`src/rtl/imem_arbiter_pkg.sv`:
```
// ---------------------------------------------------------------------------
// imem_arbiter_pkg
// Shared constants and helpers for the instruction-memory read arbiter.
//   IMEM_BASE / IMEM_LIMIT : default legal byte-address window (inclusive)
//   imem_port_e            : port-select encoding, F = 0, D = 1
//   addr_legal()           : range + word-alignment check, unsigned compare
// ---------------------------------------------------------------------------
package imem_arbiter_pkg;

  localparam logic [31:0] IMEM_BASE  = 32'h0100_0000;
  localparam logic [31:0] IMEM_LIMIT = 32'h0100_07FF;

  typedef enum logic {
    IMEM_PORT_F = 1'b0,
    IMEM_PORT_D = 1'b1
  } imem_port_e;

  // An address may be read only if it lies in [base, limit] and is word aligned.
  function automatic logic addr_legal(input logic [31:0] addr,
                                      input logic [31:0] base,
                                      input logic [31:0] limit);
    return (addr >= base) && (addr <= limit) && (addr[1:0] == 2'b00);
  endfunction

endpackage

```
`src/rtl/imem_arbiter_if.sv`:
```
// ---------------------------------------------------------------------------
// imem_arbiter_if
// Bundles the two requester channels (fetch F, debug D) and the instruction
// memory read port seen by imem_arbiter.
//   f_* / d_* : req_valid, req_ready, req_addr, rsp_valid, rsp_ready,
//               rsp_data, rsp_err for each requester
//   mem_*     : mem_rd, mem_addr (to instruction_mem), mem_data (from it)
// Modports:
//   slave  : the arbiter's view
//   master : the requesters' and memory's view
// ---------------------------------------------------------------------------
interface imem_arbiter_if;

  logic        f_req_valid;
  logic        f_req_ready;
  logic [31:0] f_req_addr;
  logic        f_rsp_valid;
  logic        f_rsp_ready;
  logic [31:0] f_rsp_data;
  logic        f_rsp_err;

  logic        d_req_valid;
  logic        d_req_ready;
  logic [31:0] d_req_addr;
  logic        d_rsp_valid;
  logic        d_rsp_ready;
  logic [31:0] d_rsp_data;
  logic        d_rsp_err;

  logic        mem_rd;
  logic [31:0] mem_addr;
  logic [31:0] mem_data;

  modport slave (
    input  f_req_valid, f_req_addr, f_rsp_ready,
    output f_req_ready, f_rsp_valid, f_rsp_data, f_rsp_err,
    input  d_req_valid, d_req_addr, d_rsp_ready,
    output d_req_ready, d_rsp_valid, d_rsp_data, d_rsp_err,
    output mem_rd, mem_addr,
    input  mem_data
  );

  modport master (
    output f_req_valid, f_req_addr, f_rsp_ready,
    input  f_req_ready, f_rsp_valid, f_rsp_data, f_rsp_err,
    output d_req_valid, d_req_addr, d_rsp_ready,
    input  d_req_ready, d_rsp_valid, d_rsp_data, d_rsp_err,
    input  mem_rd, mem_addr,
    output mem_data
  );

endinterface

```
`src/rtl/imem_arbiter_rsp_slot.sv`:
```
// ---------------------------------------------------------------------------
// imem_rsp_slot
// Response slot for one arbiter port. Tracks the read issued last cycle,
// passes memory data straight through when the consumer is ready, and
// otherwise freezes the response in a hold register so a later read by the
// other port cannot corrupt it.
// Ports:
//   clk, rst_n     : clock, asynchronous active-low reset
//   grant_i        : this port was granted in the current cycle
//   legal_i        : the granted address passed the range/alignment check
//   rsp_ready_i    : consumer ready
//   mem_data_i     : instruction memory read data
//   inflight_o     : a memory read for this port is returning this cycle
//   rsp_valid_o    : response valid
//   rsp_data_o     : response data (0 on error or when idle)
//   rsp_err_o      : response error flag
// ---------------------------------------------------------------------------
module imem_rsp_slot (
  input  logic        clk,
  input  logic        rst_n,
  input  logic        grant_i,
  input  logic        legal_i,
  input  logic        rsp_ready_i,
  input  logic [31:0] mem_data_i,
  output logic        inflight_o,
  output logic        rsp_valid_o,
  output logic [31:0] rsp_data_o,
  output logic        rsp_err_o
);

  logic        inflight_q,    inflight_d;
  logic        err_pending_q, err_pending_d;
  logic        hold_valid_q,  hold_valid_d;
  logic [31:0] hold_data_q,   hold_data_d;
  logic        hold_err_q,    hold_err_d;

  // Output mux and next state. A fresh response (inflight/err_pending) and a
  // held response are mutually exclusive: a port is only granted when its
  // slot empties in that same cycle.
  always_comb begin
    rsp_valid_o   = 1'b0;
    rsp_data_o    = '0;
    rsp_err_o     = 1'b0;
    inflight_d    = grant_i & legal_i;
    err_pending_d = grant_i & ~legal_i;
    hold_valid_d  = hold_valid_q;
    hold_data_d   = hold_data_q;
    hold_err_d    = hold_err_q;

    if (hold_valid_q) begin
      rsp_valid_o = 1'b1;
      rsp_data_o  = hold_data_q;
      rsp_err_o   = hold_err_q;
    end else if (inflight_q) begin
      rsp_valid_o = 1'b1;
      rsp_data_o  = mem_data_i;
    end else if (err_pending_q) begin
      rsp_valid_o = 1'b1;
      rsp_err_o   = 1'b1;
    end

    // Freeze a fresh response the consumer did not take; release the hold
    // once it is accepted.
    if ((inflight_q || err_pending_q) && !hold_valid_q && !rsp_ready_i) begin
      hold_valid_d = 1'b1;
      hold_data_d  = rsp_data_o;
      hold_err_d   = rsp_err_o;
    end else if (hold_valid_q && rsp_ready_i) begin
      hold_valid_d = 1'b0;
    end
  end

  // Slot state registers; reset discards any in-flight or held response.
  always_ff @(posedge clk or negedge rst_n) begin
    if (!rst_n) begin
      inflight_q    <= 1'b0;
      err_pending_q <= 1'b0;
      hold_valid_q  <= 1'b0;
      hold_data_q   <= '0;
      hold_err_q    <= 1'b0;
    end else begin
      inflight_q    <= inflight_d;
      err_pending_q <= err_pending_d;
      hold_valid_q  <= hold_valid_d;
      hold_data_q   <= hold_data_d;
      hold_err_q    <= hold_err_d;
    end
  end

  assign inflight_o = inflight_q;

endmodule

```
`src/rtl/imem_arbiter.sv`:
```
// ---------------------------------------------------------------------------
// imem_arbiter
// Shares the synchronous read port of instruction_mem between the fetch
// unit (F) and the debug/loader path (D). At most one request is granted per
// cycle; legal addresses issue a memory read, illegal ones produce an error
// response one cycle later without touching memory.
// Parameters:
//   BASE_ADDR, LIMIT_ADDR : inclusive legal byte-address window
// Ports:
//   clk, rst_n : clock, asynchronous active-low reset
//   bus        : imem_arbiter_if.slave (F/D request+response, memory port)
// Build option:
//   IMEM_ARB_DBG_PRIO_EN defined   -> D always wins a tie (fixed priority)
//   IMEM_ARB_DBG_PRIO_EN undefined -> round-robin on ties using last grant
// ---------------------------------------------------------------------------
module imem_arbiter
  import imem_arbiter_pkg::*;
#(
  parameter logic [31:0] BASE_ADDR  = IMEM_BASE,
  parameter logic [31:0] LIMIT_ADDR = IMEM_LIMIT
) (
  input logic           clk,
  input logic           rst_n,
  imem_arbiter_if.slave bus
);

  logic        f_inflight, d_inflight;
  logic        f_rsp_valid, d_rsp_valid;
  logic        f_elig, d_elig;
  logic        grant_f, grant_d, any_grant;
  logic [31:0] sel_addr;
  logic        sel_legal;
  logic [31:0] mem_addr_q, mem_addr_d;

`ifndef IMEM_ARB_DBG_PRIO_EN
  imem_port_e  last_grant_q, last_grant_d;
`endif

  // A port may be granted when it requests, its response slot empties by the
  // end of this cycle, and no read of its own is returning right now.
  assign f_elig = bus.f_req_valid & (~f_rsp_valid | bus.f_rsp_ready) & ~f_inflight;
  assign d_elig = bus.d_req_valid & (~d_rsp_valid | bus.d_rsp_ready) & ~d_inflight;

  // Arbitration: a lone eligible port wins; a tie is broken by the build
  // option. Everything is held off while reset is asserted.
  always_comb begin
    grant_f = 1'b0;
    grant_d = 1'b0;
    if (f_elig && d_elig) begin
`ifdef IMEM_ARB_DBG_PRIO_EN
      grant_d = 1'b1;
`else
      if (last_grant_q == IMEM_PORT_F) grant_d = 1'b1;
      else                             grant_f = 1'b1;
`endif
    end else begin
      grant_f = f_elig;
      grant_d = d_elig;
    end
    if (!rst_n) begin
      grant_f = 1'b0;
      grant_d = 1'b0;
    end
  end

  assign any_grant = grant_f | grant_d;
  assign sel_addr  = grant_d ? bus.d_req_addr : bus.f_req_addr;
  assign sel_legal = addr_legal(sel_addr, BASE_ADDR, LIMIT_ADDR);

  // Memory address follows the granted request and otherwise holds the last
  // address presented.
  always_comb begin
    mem_addr_d = mem_addr_q;
    if (any_grant) mem_addr_d = sel_addr;
  end

  assign bus.mem_rd      = any_grant & sel_legal;
  assign bus.mem_addr    = mem_addr_d;
  assign bus.f_req_ready = grant_f;
  assign bus.d_req_ready = grant_d;

`ifndef IMEM_ARB_DBG_PRIO_EN
  // Remember who won last so the other port wins the next tie.
  always_comb begin
    last_grant_d = last_grant_q;
    if (grant_f)      last_grant_d = IMEM_PORT_F;
    else if (grant_d) last_grant_d = IMEM_PORT_D;
  end

  // Starting from D means F wins the first tie after reset.
  always_ff @(posedge clk or negedge rst_n) begin
    if (!rst_n) last_grant_q <= IMEM_PORT_D;
    else        last_grant_q <= last_grant_d;
  end
`endif

  // Last-issued memory address register.
  always_ff @(posedge clk or negedge rst_n) begin
    if (!rst_n) mem_addr_q <= '0;
    else        mem_addr_q <= mem_addr_d;
  end

  imem_rsp_slot u_slot_f (
    .clk         (clk),
    .rst_n       (rst_n),
    .grant_i     (grant_f),
    .legal_i     (sel_legal),
    .rsp_ready_i (bus.f_rsp_ready),
    .mem_data_i  (bus.mem_data),
    .inflight_o  (f_inflight),
    .rsp_valid_o (f_rsp_valid),
    .rsp_data_o  (bus.f_rsp_data),
    .rsp_err_o   (bus.f_rsp_err)
  );

  imem_rsp_slot u_slot_d (
    .clk         (clk),
    .rst_n       (rst_n),
    .grant_i     (grant_d),
    .legal_i     (sel_legal),
    .rsp_ready_i (bus.d_rsp_ready),
    .mem_data_i  (bus.mem_data),
    .inflight_o  (d_inflight),
    .rsp_valid_o (d_rsp_valid),
    .rsp_data_o  (bus.d_rsp_data),
    .rsp_err_o   (bus.d_rsp_err)
  );

  assign bus.f_rsp_valid = f_rsp_valid;
  assign bus.d_rsp_valid = d_rsp_valid;

endmodule

```
`src/flat_wrapper.sv`:
```
// flat-port wrapper written by rule: the top's interface ports become plain ports
module imem_arbiter_flat import imem_arbiter_pkg::*;
#(
  parameter logic [31:0] BASE_ADDR  = IMEM_BASE,
  parameter logic [31:0] LIMIT_ADDR = IMEM_LIMIT
)
  (clk, rst_n, bus_f_req_valid, bus_f_req_addr, bus_f_rsp_ready, bus_f_req_ready, bus_f_rsp_valid, bus_f_rsp_data, bus_f_rsp_err, bus_d_req_valid, bus_d_req_addr, bus_d_rsp_ready, bus_d_req_ready, bus_d_rsp_valid, bus_d_rsp_data, bus_d_rsp_err, bus_mem_rd, bus_mem_addr, bus_mem_data);
  imem_arbiter_if bus_i ();
  input logic clk;
  input logic rst_n;
  input wire logic [$bits(bus_i.f_req_valid)-1:0] bus_f_req_valid;
  input wire logic [$bits(bus_i.f_req_addr)-1:0] bus_f_req_addr;
  input wire logic [$bits(bus_i.f_rsp_ready)-1:0] bus_f_rsp_ready;
  output wire logic [$bits(bus_i.f_req_ready)-1:0] bus_f_req_ready;
  output wire logic [$bits(bus_i.f_rsp_valid)-1:0] bus_f_rsp_valid;
  output wire logic [$bits(bus_i.f_rsp_data)-1:0] bus_f_rsp_data;
  output wire logic [$bits(bus_i.f_rsp_err)-1:0] bus_f_rsp_err;
  input wire logic [$bits(bus_i.d_req_valid)-1:0] bus_d_req_valid;
  input wire logic [$bits(bus_i.d_req_addr)-1:0] bus_d_req_addr;
  input wire logic [$bits(bus_i.d_rsp_ready)-1:0] bus_d_rsp_ready;
  output wire logic [$bits(bus_i.d_req_ready)-1:0] bus_d_req_ready;
  output wire logic [$bits(bus_i.d_rsp_valid)-1:0] bus_d_rsp_valid;
  output wire logic [$bits(bus_i.d_rsp_data)-1:0] bus_d_rsp_data;
  output wire logic [$bits(bus_i.d_rsp_err)-1:0] bus_d_rsp_err;
  output wire logic [$bits(bus_i.mem_rd)-1:0] bus_mem_rd;
  output wire logic [$bits(bus_i.mem_addr)-1:0] bus_mem_addr;
  input wire logic [$bits(bus_i.mem_data)-1:0] bus_mem_data;
  assign bus_i.f_req_valid = bus_f_req_valid;
  assign bus_i.f_req_addr = bus_f_req_addr;
  assign bus_i.f_rsp_ready = bus_f_rsp_ready;
  assign bus_f_req_ready = bus_i.f_req_ready;
  assign bus_f_rsp_valid = bus_i.f_rsp_valid;
  assign bus_f_rsp_data = bus_i.f_rsp_data;
  assign bus_f_rsp_err = bus_i.f_rsp_err;
  assign bus_i.d_req_valid = bus_d_req_valid;
  assign bus_i.d_req_addr = bus_d_req_addr;
  assign bus_i.d_rsp_ready = bus_d_rsp_ready;
  assign bus_d_req_ready = bus_i.d_req_ready;
  assign bus_d_rsp_valid = bus_i.d_rsp_valid;
  assign bus_d_rsp_data = bus_i.d_rsp_data;
  assign bus_d_rsp_err = bus_i.d_rsp_err;
  assign bus_mem_rd = bus_i.mem_rd;
  assign bus_mem_addr = bus_i.mem_addr;
  assign bus_i.mem_data = bus_mem_data;
  imem_arbiter #(.BASE_ADDR(BASE_ADDR), .LIMIT_ADDR(LIMIT_ADDR)) u_core (.clk(clk), .rst_n(rst_n), .bus(bus_i));
endmodule
```
`config.mk`:
```
export PLATFORM = sky130hd
export DESIGN_NAME = imem_arbiter_flat
export DESIGN_NICKNAME = d
export VERILOG_FILES = /design/src/rtl/imem_arbiter_pkg.sv /design/src/rtl/imem_arbiter_if.sv /design/src/rtl/imem_arbiter_rsp_slot.sv /design/src/rtl/imem_arbiter.sv /design/src/flat_wrapper.sv
export SDC_FILE = /design/constraint.sdc
export NUM_CORES = 1
export LEC_CHECK = 0
export BUFFER_PORTS_ARGS = -buffer_cell sky130_fd_sc_hd__clkbuf_2
export CAP_MARGIN = 20
export CORE_AREA = 10 10 133 135
export CTS_BUF_LIST = sky130_fd_sc_hd__clkbuf_16
export DETAILED_ROUTE_END_ITERATION = 6
export DIE_AREA = 0 0 143 145
export PLACE_DENSITY = 0.72
export SLEW_MARGIN = 5
export SYNTH_ARGS = -nofsm -noshare
export SYNTH_HDL_FRONTEND = slang
export SYNTH_SLANG_ARGS = --single-unit
export TNS_END_PERCENT = 20
```
`constraint.sdc`:
```
create_clock -name clk -period 2.11 [get_ports clk]
set_input_delay 0.211 -clock clk [delete_from_list [all_inputs] [get_ports clk]]
set_output_delay 0.211 -clock clk [all_outputs]
set_load 0.02 [all_outputs]
```
* Word-level counts from Yosys, hierarchy flattened
Cells that the tools add are included.
Storage, ports and cells: flip-flop bits (word level) 105, input bits 102, output and inout bits 103, logic and storage cells 78
Cells by class: order comparisons 2, muxes and demuxes 28, bitwise operators 17, reductions and logical operators 19
Operators with widths (count):
- 32-bit 2-to-1 mux | 6
- 32-bit by 25-bit >= comparator with 1-bit output, second input constant | 1
- 32-bit by 25-bit less-or-equal comparator with 1-bit output, second input constant | 1
- 1-bit 2-to-1 mux | 22
- 1-bit AND | 9
- 1-bit logical AND | 9
- 2-bit nonzero test | 3
- 1-bit inverter | 5
- 1-bit logical NOT | 4
- 1-bit bitwise OR | 3
- 2-bit logical NOT | 1
- 1-bit logical OR | 2

* Logic depth before layout (Yosys ltp)
depth after elaboration 16, mapped depth 7

* Cells and area by module
A second synthesis with hierarchy kept.
Second synthesis, totals: cell total of the unflattened synthesis 482, area, all modules 5121.2 µm²
Modules (own cells, without submodules):
- imem_rsp_slot | times used 2, cells each 130, area each 1622.8 µm²
- imem_arbiter | times used 1, cells each 222, area each 1875.5 µm²

* Worst setup path before layout
OpenSTA, ideal clock, no wires.
path type flip-flop to output port, start point register u_core.u_slot_d.hold_valid_q, end point output bus_mem_addr[22], data arrival time 1.811 ns, setup slack 0.088 ns, cell stages (with the launch flop) 8, path buffers 2, path through dfrtp_1 o21ba_1 a311o_1 buf_2 inv_2 buf_4 nand2_1 a31oi_1
On the way: cells in the longest elaborated chain, start to end 10, elaborated cells on any way between the ends 13
Ends and longest elaborated chain:
- start, declared | RTL line imem_arbiter_rsp_slot.sv:33 | logic hold_valid_q, hold_valid_d;
- start signal, assigned | RTL line imem_arbiter_rsp_slot.sv:84 | hold_valid_q <= hold_valid_d;
- 1-bit 2-to-1 mux (*) | RTL line imem_arbiter_rsp_slot.sv:50 | if (hold_valid_q) begin
- 1-bit inverter (*) | RTL line imem_arbiter.sv:42 | assign d_elig = bus.d_req_valid & (~d_rsp_valid | bus.d_rsp_ready) & ~d_inflight;
- 1-bit bitwise OR (*) | RTL line imem_arbiter.sv:42
- 1-bit AND (*) (2 in series) | RTL line imem_arbiter.sv:42
- 1-bit logical AND | RTL line imem_arbiter.sv:49 | if (f_elig && d_elig) begin
- 1-bit 2-to-1 mux (*) | RTL line imem_arbiter.sv:49
- 1-bit 2-to-1 mux (*) | RTL line imem_arbiter.sv:60 | if (!rst_n) begin
- net bus_d_req_ready | RTL line flat_wrapper.sv:21 | output wire logic [$bits(bus_i.d_req_ready)-1:0] bus_d_req_ready;
- 32-bit 2-to-1 mux or 1-bit bitwise OR (tied branches) | RTL line imem_arbiter.sv:67, imem_arbiter.sv:66
- 32-bit 2-to-1 mux (*) | RTL line imem_arbiter.sv:74 | if (any_grant) mem_addr_d = sel_addr;
- end, declared | RTL line flat_wrapper.sv:26 | output wire logic [$bits(bus_i.mem_addr)-1:0] bus_mem_addr;
Mark *: on every way through the listed nets, which the timed path passes. The rest lies on a longest branch.

* Worst setup path after layout
start point register u_core.u_slot_d.inflight_q (netlist: u_core.u_slot_d.inflight_o), end point output bus_mem_addr[0]
On the way: cells in the longest elaborated chain, start to end 11, elaborated cells on any way between the ends 15
Ends and longest elaborated chain:
- start, declared | RTL line imem_arbiter_rsp_slot.sv:31 | logic inflight_q, inflight_d;
- start signal, assigned | RTL line imem_arbiter_rsp_slot.sv:82 | inflight_q <= inflight_d;
- 1-bit 2-to-1 mux | RTL line imem_arbiter_rsp_slot.sv:54 | end else if (inflight_q) begin
- 1-bit 2-to-1 mux | RTL line imem_arbiter_rsp_slot.sv:50
- 1-bit inverter | RTL line imem_arbiter.sv:42
- 1-bit bitwise OR | RTL line imem_arbiter.sv:42
- 1-bit AND | RTL line imem_arbiter.sv:42
- 1-bit AND (*) | RTL line imem_arbiter.sv:42
- 1-bit logical AND | RTL line imem_arbiter.sv:49
- 1-bit 2-to-1 mux | RTL line imem_arbiter.sv:49
- 1-bit 2-to-1 mux | RTL line imem_arbiter.sv:60
- 32-bit 2-to-1 mux or 1-bit bitwise OR (tied branches) | RTL line imem_arbiter.sv:67, imem_arbiter.sv:66
- 32-bit 2-to-1 mux (*) | RTL line imem_arbiter.sv:74
Mark *: on every way between the ends. The rest lies on a longest branch, timed or not.

==> summary.md <==
| Metric | Value |
|---|---|
| Outcome | finished, violations left |
| Violated checks | setup timing |
| Peak supply drop | 0.431 mV |
| Hold WS | 86.4 ps |
| Crit Path Category | reg -> out |
| Skew final | 7.27 ps |
| Startpoint types | register |
| Post-route ant nets | 0 |
| Grt peak-use layer | met2 |
| Post-Syn Area | 5120 um2 |
| Starting Density | 34.1% |
| Transition time of the tightest slew-check pin | 795 ps |
| First-pass GRT wire length | 26,000 um |
| Flip-flop and latch count after synthesis | 105 |
| Avg WL per Cell | 17.3 um |
| CTS HTree Levels | 3 |
| Rows | 45 |
| Core ar. | 15,000 um2 |
| Pre-antenna DRT Iters | 4 |
| Final setup fails | 34 |
| Root Buffer | clkbuf_16 |
| Pwr dens | 700 nW/um2 |
| All-Layer GR Usage | 15.6% |
| Pin count of the biggest net entering global routing | 63 |
| Hold Crit Class | in -> async |
| Nets | 934 |
| Final Hold Vio Count | 0 |
| Reg2Reg Launch Point | u_core.u_slot_d.inflight_o |
| 1st-iter DRT viols | 286 |
| Post-detail-place hpwl | 12,500 um |
| Clk buf depth | 2 |
| Area grow syn2layout | 48.2% |
| Nature of the critical path endpoint | primary output |
| Avg Cell Area, Syn | 8.44 um2 |
| Clk_lat worst skew | 350 ps |
| Gr ovfl total | 0 |
| Die footprint | 20,700 um2 |
| Die Wd | 143 um |
| Vias in the first global route | 4,960 |
| N_diodes | 0 |
| # Max-Cap Violations | 0 |
| Grt met3 use | 7.07% |
| Port Buffers | 204 |
| Ys Warns | 0 |
| I/O pins | 205 |
| Register area share after synthesis | 51.3% |
| CTS Sinks | 105 |
| WP data arrival | 2120 ps |
| R2R Setup Slk | 120 ps |
| Pins Over Slew Limit | 0 |
| Chip height | 145 um |
| Reg2reg path depth | 9 |
| Post-synthesis cell type count | 36 |
| FF-to-FF End | u_core.mem_addr_q[15] |
| CTS tree | built |
| Fmax | 0.429 GHz |
| RePlAce Congestion | 0.909 |
| Setup TNS | -5290 ps |
| Crit-path max FO | 11 |
| Setup ws final | -219 ps |
| CTS Buf Count | 9 |
| Clock Pin Slew Worst Setup and Hold Paths | 70 ps |
| Initial antenna violation count | 1 |
| Final period util | 110% |
| Met1 usage | 18.2% |
| Leakage power | 0.00377 uW |
| Via count | 5,104 |
| Syn_nets | 709 |
| Layout cell share with drive strength beyond 1 | 43.0% |
| Rel. slew slack | 47.0% |
| Total wire length | 17,700 um |
| Cells after synthesis | 607 |
| WP data required | 1900 ps |
| Via density | 4.99 |
| RSZ-0062 raised after global routing | yes |
| # DRC | 0 |
| Minimum clock period | 2330 ps |
| M2 GR Usage | 24.5% |
## cells in the final DEF (no fill, tap or decap), types with 6 or more instances in the layout
cell type	Yosys	routed
buf_6	0	18
nor2_1	38	38
nor4_1	8	8
clkbuf_16	0	10
dfrtp_1	104	103
a31oi_4	0	12
nand2_4	0	7
clkbuf_2	0	168
nand2_2	0	7
nand2_1	241	227
a22o_1	6	6
o21ai_0	61	56
a31oi_2	0	16
buf_4	3	57
mux2_2	37	37
inv_1	6	6
## power by group
part           leakage (uW)  switching (uW)  internal (uW)
clock network      0.000146             731           1020
registers           0.00136            44.8           2150
logic               0.00226             767            609
## registers in the layout, summed over array words and instances, names as in the netlist
signal,count
u_core.last_grant_q,1
u_core.mem_addr_q,32
u_core.u_slot_d.err_pending_q,1
u_core.u_slot_d.hold_data_q,32
u_core.u_slot_d.hold_err_q,1
u_core.u_slot_d.hold_valid_q,1
u_core.u_slot_d.inflight_o,1
u_core.u_slot_f.err_pending_q,1
u_core.u_slot_f.hold_data_q,32
u_core.u_slot_f.hold_err_q,1
u_core.u_slot_f.hold_valid_q,1
u_core.u_slot_f.inflight_o,1
## per-layer routing
| layer | vias to the layer above | part of all wire (%) | wire [um] |
|---|---|---|---|
| met5 | - | 0.074 | 13 |
| met1 | 2373 | 40 | 7150 |
| li1 | 2491 | - | - |
| met2 | 208 | 47 | 8330 |
| met3 | 30 | 11 | 1870 |
| met4 | 2 | 1.6 | 291 |
## cell type report
| type | instances | area (um2) |
|---|---|---|
| Clock buffer | 9 | 225 |
| Clock inverter | 5 | 72.6 |
| Fill cell | 1362 | 7440 |
| Inverter | 7 | 31.3 |
| Multi-Input combinational cell | 453 | 2690 |
| Sequential cell | 105 | 2630 |
| Tap cell | 188 | 235 |
| Timing Repair Buffer | 256 | 1710 |
## synth_stat cells, drive strengths merged
master,count,area share (%)
nand2,241,18
a22o,6,1.0
a32o,1,0.20
mux2,37,8.1
nand4,2,0.24
and2,2,0.24
o21ba,1,0.20
nor2b,3,0.37
dfstp,1,0.51
a31oi,32,3.9
nor3b,1,0.15
nor4b,2,0.34
clkbuf,24,1.8
o2111ai,1,0.17
nor2,38,2.8
nor4,8,0.98
inv,7,0.51
nor3,2,0.20
a21oi,1,0.098
dfrtp,104,51
o21bai,2,0.29
and3b,1,0.17
nand3b,1,0.15
o21ai,63,6.2
and4,1,0.17
nand3,1,0.098
or3,3,0.46
a311o,1,0.20
a21boi,1,0.15
buf,18,1.8
a22oi,1,0.15
## worst max-delay path, cell delays in order, from the launching register on
cell	delay [ps]
dfrtp_1	370
nand3b_1	190
a311o_2	450
clkinv_4	110
buf_16	140
nand2_1	90
a31oi_2	230
buf_4	180
## timing repair
action	4_1_cts	5_1_grt
endpoints found under the hold margin	43	0
setup buffers	15	7
setup endpoints to repair	33	48
gates cloned	2	1
resized for setup	36	137
hold buffers	1	0
pin swaps	7	22
## worst max-delay path by stage
stage | startpoint | cells past startpoint | end | slack (ps)
2_1_floorplan | u_core.u_slot_d.hold_valid_q | 7 | bus_mem_addr[22] | 90
3_3_place_gp | u_core.u_slot_d.hold_valid_q | 7 | bus_mem_addr[29] | 100
3_5_place_dp | u_core.u_slot_d.hold_valid_q | 7 | bus_mem_addr[30] | 50
4_1_cts | u_core.u_slot_d.hold_valid_q | 8 | bus_mem_addr[22] | -210
5_1_grt | u_core.u_slot_d.inflight_o | 7 | bus_mem_addr[0] | -260
6_report | u_core.u_slot_d.inflight_o | 7 | bus_mem_addr[0] | -220
## logic make-up (layout without fill, tap and decap cells)
family / after synthesis / after routing / share of synthesized area (%)
mux: 37 / 37 / 8.13
buf+inv: 49 / 277 / 4.05
simple gates: 306 / 306 / 24.0
flops: 105 / 105 / 51.3
compound gates: 110 / 110 / 12.5
## per-stage QoR
| step | utilization, % | instances | instance area, um2 | setup WS (ps) | total power [uW] |
|---|---|---|---|---|---|
| finish | 50.5 | 1023 | 7590 | -219 | 5320 |
| global route | 50.5 | 1023 | 7590 | -263 | 5550 |
| CTS | 46.9 | 1015 | 7050 | -212 | 5060 |
| detailed placement | 43.1 | 983 | 6470 | 52.0 | 3180 |
| global placement | 43.1 | 983 | 6470 | 95.0 | 3160 |
| floorplan | - | 607 | 5120 | 88.3 | 2740 |
Power figures use the tool's default switching activity.
